<file path="config.mk">
export PLATFORM = sky130hd
export DESIGN_NAME = multiplicador_seq
export DESIGN_NICKNAME = d
export VERILOG_FILES = /design/src/rtl/multiplicador_seq.sv
export SDC_FILE = /design/constraint.sdc
export NUM_CORES = 1
export LEC_CHECK = 0
export ABC_AREA = 1
export ABC_CLOCK_PERIOD_IN_PS = 4350
export CAP_MARGIN = 30
export CORE_MARGIN = 2
export CORE_UTILIZATION = 40
export DETAILED_ROUTE_END_ITERATION = 12
export MAX_ROUTING_LAYER = met4
export PLACE_DENSITY = 0.67
export REMOVE_ABC_BUFFERS = 1
export SETUP_SLACK_MARGIN = 0.1
export SYNTH_ARGS = -nofsm -noshare
export SYNTH_HDL_FRONTEND = slang
export SYNTH_SLANG_ARGS = --single-unit
</file>
<file path="constraint.sdc">
create_clock -name clk -period 4.35 [get_ports clk]
set_clock_uncertainty 0.1 [all_clocks]
set_input_delay 1.0875 -clock clk [delete_from_list [all_inputs] [get_ports clk]]
set_output_delay 1.0875 -clock clk [all_outputs]
set_load 0.03 [all_outputs]
</file>
<file path="src/rtl/multiplicador_seq.sv">
// Sequential shift-and-add multiply-accumulate: P = A*B + R (unsigned).
// One multiplier bit is consumed per clock. Start is accepted in IDLE or in
// the single DONE cycle, so operations can run back to back with one result
// every WIDTH+1 cycles.
//
// Handshake: start is sampled on each rising clk edge and only takes effect
// while busy is low (IDLE or DONE). busy is high for exactly WIDTH cycles
// per operation. done is a one-cycle pulse in the cycle after the last
// iteration, and busy and done are never high together. P and zero change
// only at a completion edge or at reset.
module multiplicador_seq #(
   parameter int WIDTH = 8
) (
   input  logic                 clk,
   input  logic                 rst_n,
   input  logic                 start,
   input  logic [WIDTH-1:0]     A,
   input  logic [WIDTH-1:0]     B,
   input  logic [WIDTH-1:0]     R,
   output logic                 busy,
   output logic                 done,
   output logic [2*WIDTH-1:0]   P,
   output logic                 zero
);

   localparam int CW = (WIDTH > 2) ? $clog2(WIDTH) : 1;
   localparam logic [CW-1:0] LAST = CW'(WIDTH - 1);

   typedef enum logic [1:0] {
      IDLE = 2'd0,
      RUN  = 2'd1,
      DONE = 2'd2
   } state_t;

   state_t               state;
   state_t               state_next;

   logic [2*WIDTH-1:0]   mcand;
   logic [WIDTH-1:0]     mplier;
   logic [2*WIDTH-1:0]   acc;
   logic [CW-1:0]        count;

   logic                 load;
   logic                 last_iter;
   logic [2*WIDTH-1:0]   acc_sum;

   // Accept a new operation only when not busy; detect the final iteration.
   always_comb begin
      load      = 1'b0;
      last_iter = 1'b0;
      if (start && (state == IDLE || state == DONE))
         load = 1'b1;
      if (state == RUN && count == LAST)
         last_iter = 1'b1;
   end

   // Conditional add of the shifted multiplicand; wraps modulo 2^(2*WIDTH).
   always_comb begin
      acc_sum = acc;
      if (mplier[0])
         acc_sum = acc + mcand;
   end

   // Next-state logic.
   always_comb begin
      state_next = state;
      case (state)
         IDLE:    if (start) state_next = RUN;
         RUN:     if (last_iter) state_next = DONE;
         DONE:    state_next = start ? RUN : IDLE;
         default: state_next = IDLE;
      endcase
   end

   // State register with registered busy/done flags derived from the next state.
   always_ff @(posedge clk or negedge rst_n) begin
      if (!rst_n) begin
         state <= IDLE;
         busy  <= 1'b0;
         done  <= 1'b0;
      end else begin
         state <= state_next;
         busy  <= (state_next == RUN);
         done  <= (state_next == DONE);
      end
   end

   // Datapath: capture operands on load, iterate in RUN, publish result on the last iteration.
   always_ff @(posedge clk or negedge rst_n) begin
      if (!rst_n) begin
         mcand  <= '0;
         mplier <= '0;
         acc    <= '0;
         count  <= '0;
         P      <= '0;
         zero   <= 1'b1;
      end else if (load) begin
         mcand  <= {{WIDTH{1'b0}}, A};
         mplier <= B;
         acc    <= {{WIDTH{1'b0}}, R};
         count  <= '0;
      end else if (state == RUN) begin
         acc    <= acc_sum;
         mcand  <= mcand << 1;
         mplier <= mplier >> 1;
         count  <= count + 1'b1;
         if (last_iter) begin
            P    <= acc_sum;
            zero <= (acc_sum == '0);
         end
      end
   end

endmodule
</file>
### Word level (Yosys, flattened, before mapping)

Index checks and enable logic that the tools add are counted.

* bits in registers: 64
* input bits: 27
* output and inout bits: 19

* $add $sub $neg: 2
* equal/unequal tests: 5
* mux-type cells: 15
* bitwise operators: 1
* reductions and logical operators: 7

Operators by type and width (count)
* $mux 16: 5
* $add 16x16->16: 1
* $logic_not 16->1: 1
* $mux 8: 2
* $mux 3: 2
* $pmux 2 s3: 1
* $eq 2x1->1 const B: 2
* $eq 2x2->1 const B: 2
* $mux 2: 2
* $add 3x1->3 const B: 1
* $eq 3x3->1 const B: 1
* $mux 1: 3
* $reduce_and 3->1: 1
* $logic_and 1x1->1: 2
* $logic_not 2->1: 1
* $reduce_bool 2->1: 1
* $logic_or 1x1->1: 1
* $not 1->1: 1

### Logic depth before layout (Yosys ltp)

* depth in word-level cells: 6
* mapped depth: 15
* gate-level depth less buffers: 15

### Least setup slack after synthesis

Ideal clock, no wire load.

* path kind: reg-to-reg
* start point: reg mcand[0]
* end point: reg zero
* library setup time: 61 ps
* arrival time: 1821 ps
* slack: 2368 ps
* cell stages (with the launch flop): 16
* path buffers: 0
* cell sequence: dfrtp_1 ha_1 fa_1 nand2_1 nand2_1 nand3_2 nand2_1 nand2_1 nand2_1 nand2_1 nand3_1 nand2_1 nand2_1 nor2_1 nand3_1 nand2_1

* cells in the longest elaborated chain, start to end: 3

Ends and longest elaborated chain
* from (decl): line 38 `logic [2*WIDTH-1:0] mcand;`
* from (signal assigned): line 98 `mcand <= {{WIDTH{1'b0}}, A};`
* from (signal assigned): line 104 `mcand <= mcand << 1;`
* $add 16x16->16: line 61 `acc_sum = acc + mcand;`
* $mux 16: line 60 `if (mplier[0])`
* $logic_not 16->1: line 109 `zero <= (acc_sum == '0);`
* to (signal assigned): line 109
* to (decl): line 23 `output logic zero`

Every way passes these cells.
A chain may end at the register's enable or synchronous reset.

### Worst setup path after layout

* start point: reg zero
* end point: out zero

No word-level cell between the ends.

==> out/metrics.csv <==
metric,value,unit
Setup Viol. Count Final,0,
root buf cell,clkbuf_8,
Fin. Hold Viols,0,
clock sink count,64,
global-route usage over all layers,19.7,%
Max Cap Violations,0,
placed instance area,4190,µm²
final HPWL from detailed placement,6530,µm
Final Cell Area,4410,µm²
most frequent cells in the layout,"nand2_1, inv_1, dfrtp_1, clkdlybuf4s50_1, nand3_1",
Vias,3240,
die area,9960,µm²
max-slew violations,0,
setup_tns,0,ns
Int Pwr,1.96,mW
FP Rows,34,
R2R Path End,zero$_DFFE_PN1P_,
WL final,8840,µm
Die H,99.8,µm
register share of total power,28.0,%
worst reg-to-reg setup slack,1.96,ns
Final #Nets,567,
Mapped Cells,479,
leakage,2.23,nW
fin crit share,62.5,%
Initial Utilization,41.7,%
IO Pins,46,
CP Cell Sequence,clkdlybuf4s50_1,
CP max FO,2,
outcome,"finished, final reports clean",
total CTS buffers,9,
initial antenna violation count,0,
M1 GR Usage,28.5,%
critical path data required time,3.16,ns
cell area after synthesis,3670,µm²
fmax,368,MHz
dpl cells,619,
Gate power share,56.9,%
crit path kind,flip-flop to primary output,
CP peak stage delay,0.66,ns
Detail Route Antenna Nets,0,
#FFs+latches synth,64,
Top Usage Layer GRT,met2,
hold path depth,2,
CP Buf/Inv Count,1,
Max-slew headroom,51.5,%
non-filler cells in the finished layout,635,
RSZ-0062 raised after global routing,false,
n_diodes,0,
"Reg clk slew, reported paths",0.07,ns
Placer Congestion,0.828,
pwr/cell area,852,nW/µm²
"worst slack, placed",1.58,ns
GR met2 Demand/Resource,29.4,%
met3 GRT Util,3.13,%
Period minus WS final,2.72,ns
clock buffer depth,2,
Initial DRC Count,210,
P&R area growth vs syn,20.3,%
WL/cell,13.9,µm
Reg2Reg Launch Point,mplier[0]$_DFFE_PN0P_,
CTS tree,built,
Pwr Total,3.76,mW
"Setup Fix Bufs, Post-CTS",0,
library cells used by synthesis,35,
slowest CP cell,clkdlybuf4s50_1,
DIE WIDTH,99.8,µm
number of global-route vias before repair,3155,
CP Launch Type,flip-flop,
grt ovf,0,
Core ar.,8810,µm²
"Largest delay share family, worst path",buffers and inverters,
syn_area_per_cell,7.66,µm²
"Clk Latency, worst-skew pair",0.34,ns
PostCTS Resize Cnt,0,
CTS H-tree depth,3,
sequential fraction of the synthesis area,43.7,%
reg2reg path depth,12,
Hold Path End,zero$_DFFE_PN1P_,
Crit. End Element,primary output,
Hold Crit Class,flip-flop to flip-flop,
# fillers,837,
DR DRC count,0,
first-pass GRT wire length,15100,µm
first-pass iteration count of the detailed router,5,
"commonest non-fill, non-tap cell in the layout",nand2_1,
Via density,5.10,
Worst Min Path Start,zero$_DFFE_PN1P_,
share of post-route cells with drive strength above 1,7.40,%
WP data arrival,1.53,ns
power share of the clock group,15.1,%
Psw,1.80,mW
peak supply drop,0.000497,V
switch share,47.8,%
slew at the pin closest to its max-slew limit,0.727,ns
Final WS setup,1.63,ns
Ys Warns,0,
pin count of the biggest net entering global routing,37,
Post-CTS Hold Buffers,0,
IO buf count,45,
registers in the layout, summed over array words and instances (netlist names):
register	cells
done	1
P	16
state	2
zero	1
mcand	16
acc	16
count	3
mplier	8
busy	1
layout make-up:
type                       instances  area (µm²)  share of cell area (%)
tap                              108         135                    3.06
multi-input combinational        324        1710                    38.8
inverter                          76         285                    6.46
timing repair buffer              47         460                    10.4
sequential                        64        1600                    36.3
clock buffer                       9         124                    2.81
clock inverter                     7        95.1                    2.15
how the worst max path moves through the flow:
stage	start	endpoint	slack (ns)	cells past startpoint
after global routing	zero$_DFFE_PN1P_	zero	1.59	1
final	zero$_DFFE_PN1P_	zero	1.63	1
after floorplan	start	acc[14]$_DFFE_PN0P_	2.00	4
after CTS	zero$_DFFE_PN1P_	zero	1.61	1
after detailed placement	start	acc[14]$_DFFE_PN0P_	1.58	5
after global placement	start	acc[14]$_DFFE_PN0P_	1.59	5
per-stage QoR:
stage                     hold WS [ns]  util, %
after global routing             0.394     50.1
after detailed placement         0.365     47.6
after global placement           0.364     47.6
after CTS                        0.383     50.1
after floorplan                  0.350        -
final                            0.379     50.1
power groups by stage:
stage                     Sequential, mW  Combinational (mW)  Clock, mW
after CTS                           1.06                2.14      0.577
final                               1.05                2.14      0.566
after global placement              1.06                2.07          0
after detailed placement            1.06                2.12          0
after floorplan                     1.16                1.40          0
after global routing                1.09                2.43      0.603
cells by family after synthesis:
group                      Yosys count  share of synthesized area, %
adders and majority gates           18                          6.34
AOI/OAI and AO/OA                   72                          12.6
xor gates and xnor gates             2                         0.477
buffers and inverters               91                          9.72
and+or+nand+nor                    232                          27.2
DFF                                 64                          43.7
layer usage:
layer  part of all wire, %  vias to the layer above
met3                   5.6                        7
li1                      -                     1638
met1                    49                     1497
met5                     0                        -
met2                    45                       98
met4                  0.86                        0
Yosys cell counts:
| library cell | number | area (µm²) |
|---|---|---|
| o22ai_1 | 11 | 68.8 |
| nand3_1 | 35 | 175 |
| or2_2 | 1 | 6.26 |
| xor2_1 | 1 | 8.76 |
| nand3_2 | 3 | 30.0 |
| dfrtp_1 | 63 | 1580 |
| buf_4 | 1 | 7.51 |
| buf_1 | 1 | 3.75 |
| or2_4 | 1 | 8.76 |
| clkbuf_1 | 9 | 33.8 |
| o21ai_2 | 1 | 8.76 |
| o21ai_0 | 21 | 105 |
| dfstp_2 | 1 | 26.3 |
| nor2_1 | 17 | 63.8 |
| nor2_8 | 1 | 20.0 |
| nand3b_1 | 2 | 15.0 |
| fa_1 | 1 | 20.0 |
| nor3_1 | 1 | 5.00 |
| inv_2 | 6 | 22.5 |
| a22o_1 | 4 | 35.0 |
| buf_2 | 3 | 15.0 |
| or2_1 | 2 | 12.5 |
| nand2_2 | 4 | 25.0 |
| ha_1 | 17 | 213 |
| nand4_1 | 3 | 18.8 |
| buf_6 | 1 | 11.3 |
| o221ai_1 | 13 | 114 |
| o211ai_1 | 8 | 60.1 |
| nor2_2 | 2 | 12.5 |
| a21oi_1 | 12 | 60.1 |
| nand2_1 | 158 | 593 |
| xnor2_1 | 1 | 8.76 |
| inv_1 | 70 | 263 |
| and2_1 | 2 | 12.5 |
| o21ai_1 | 2 | 10.0 |
Power figures use the tool's default switching activity.
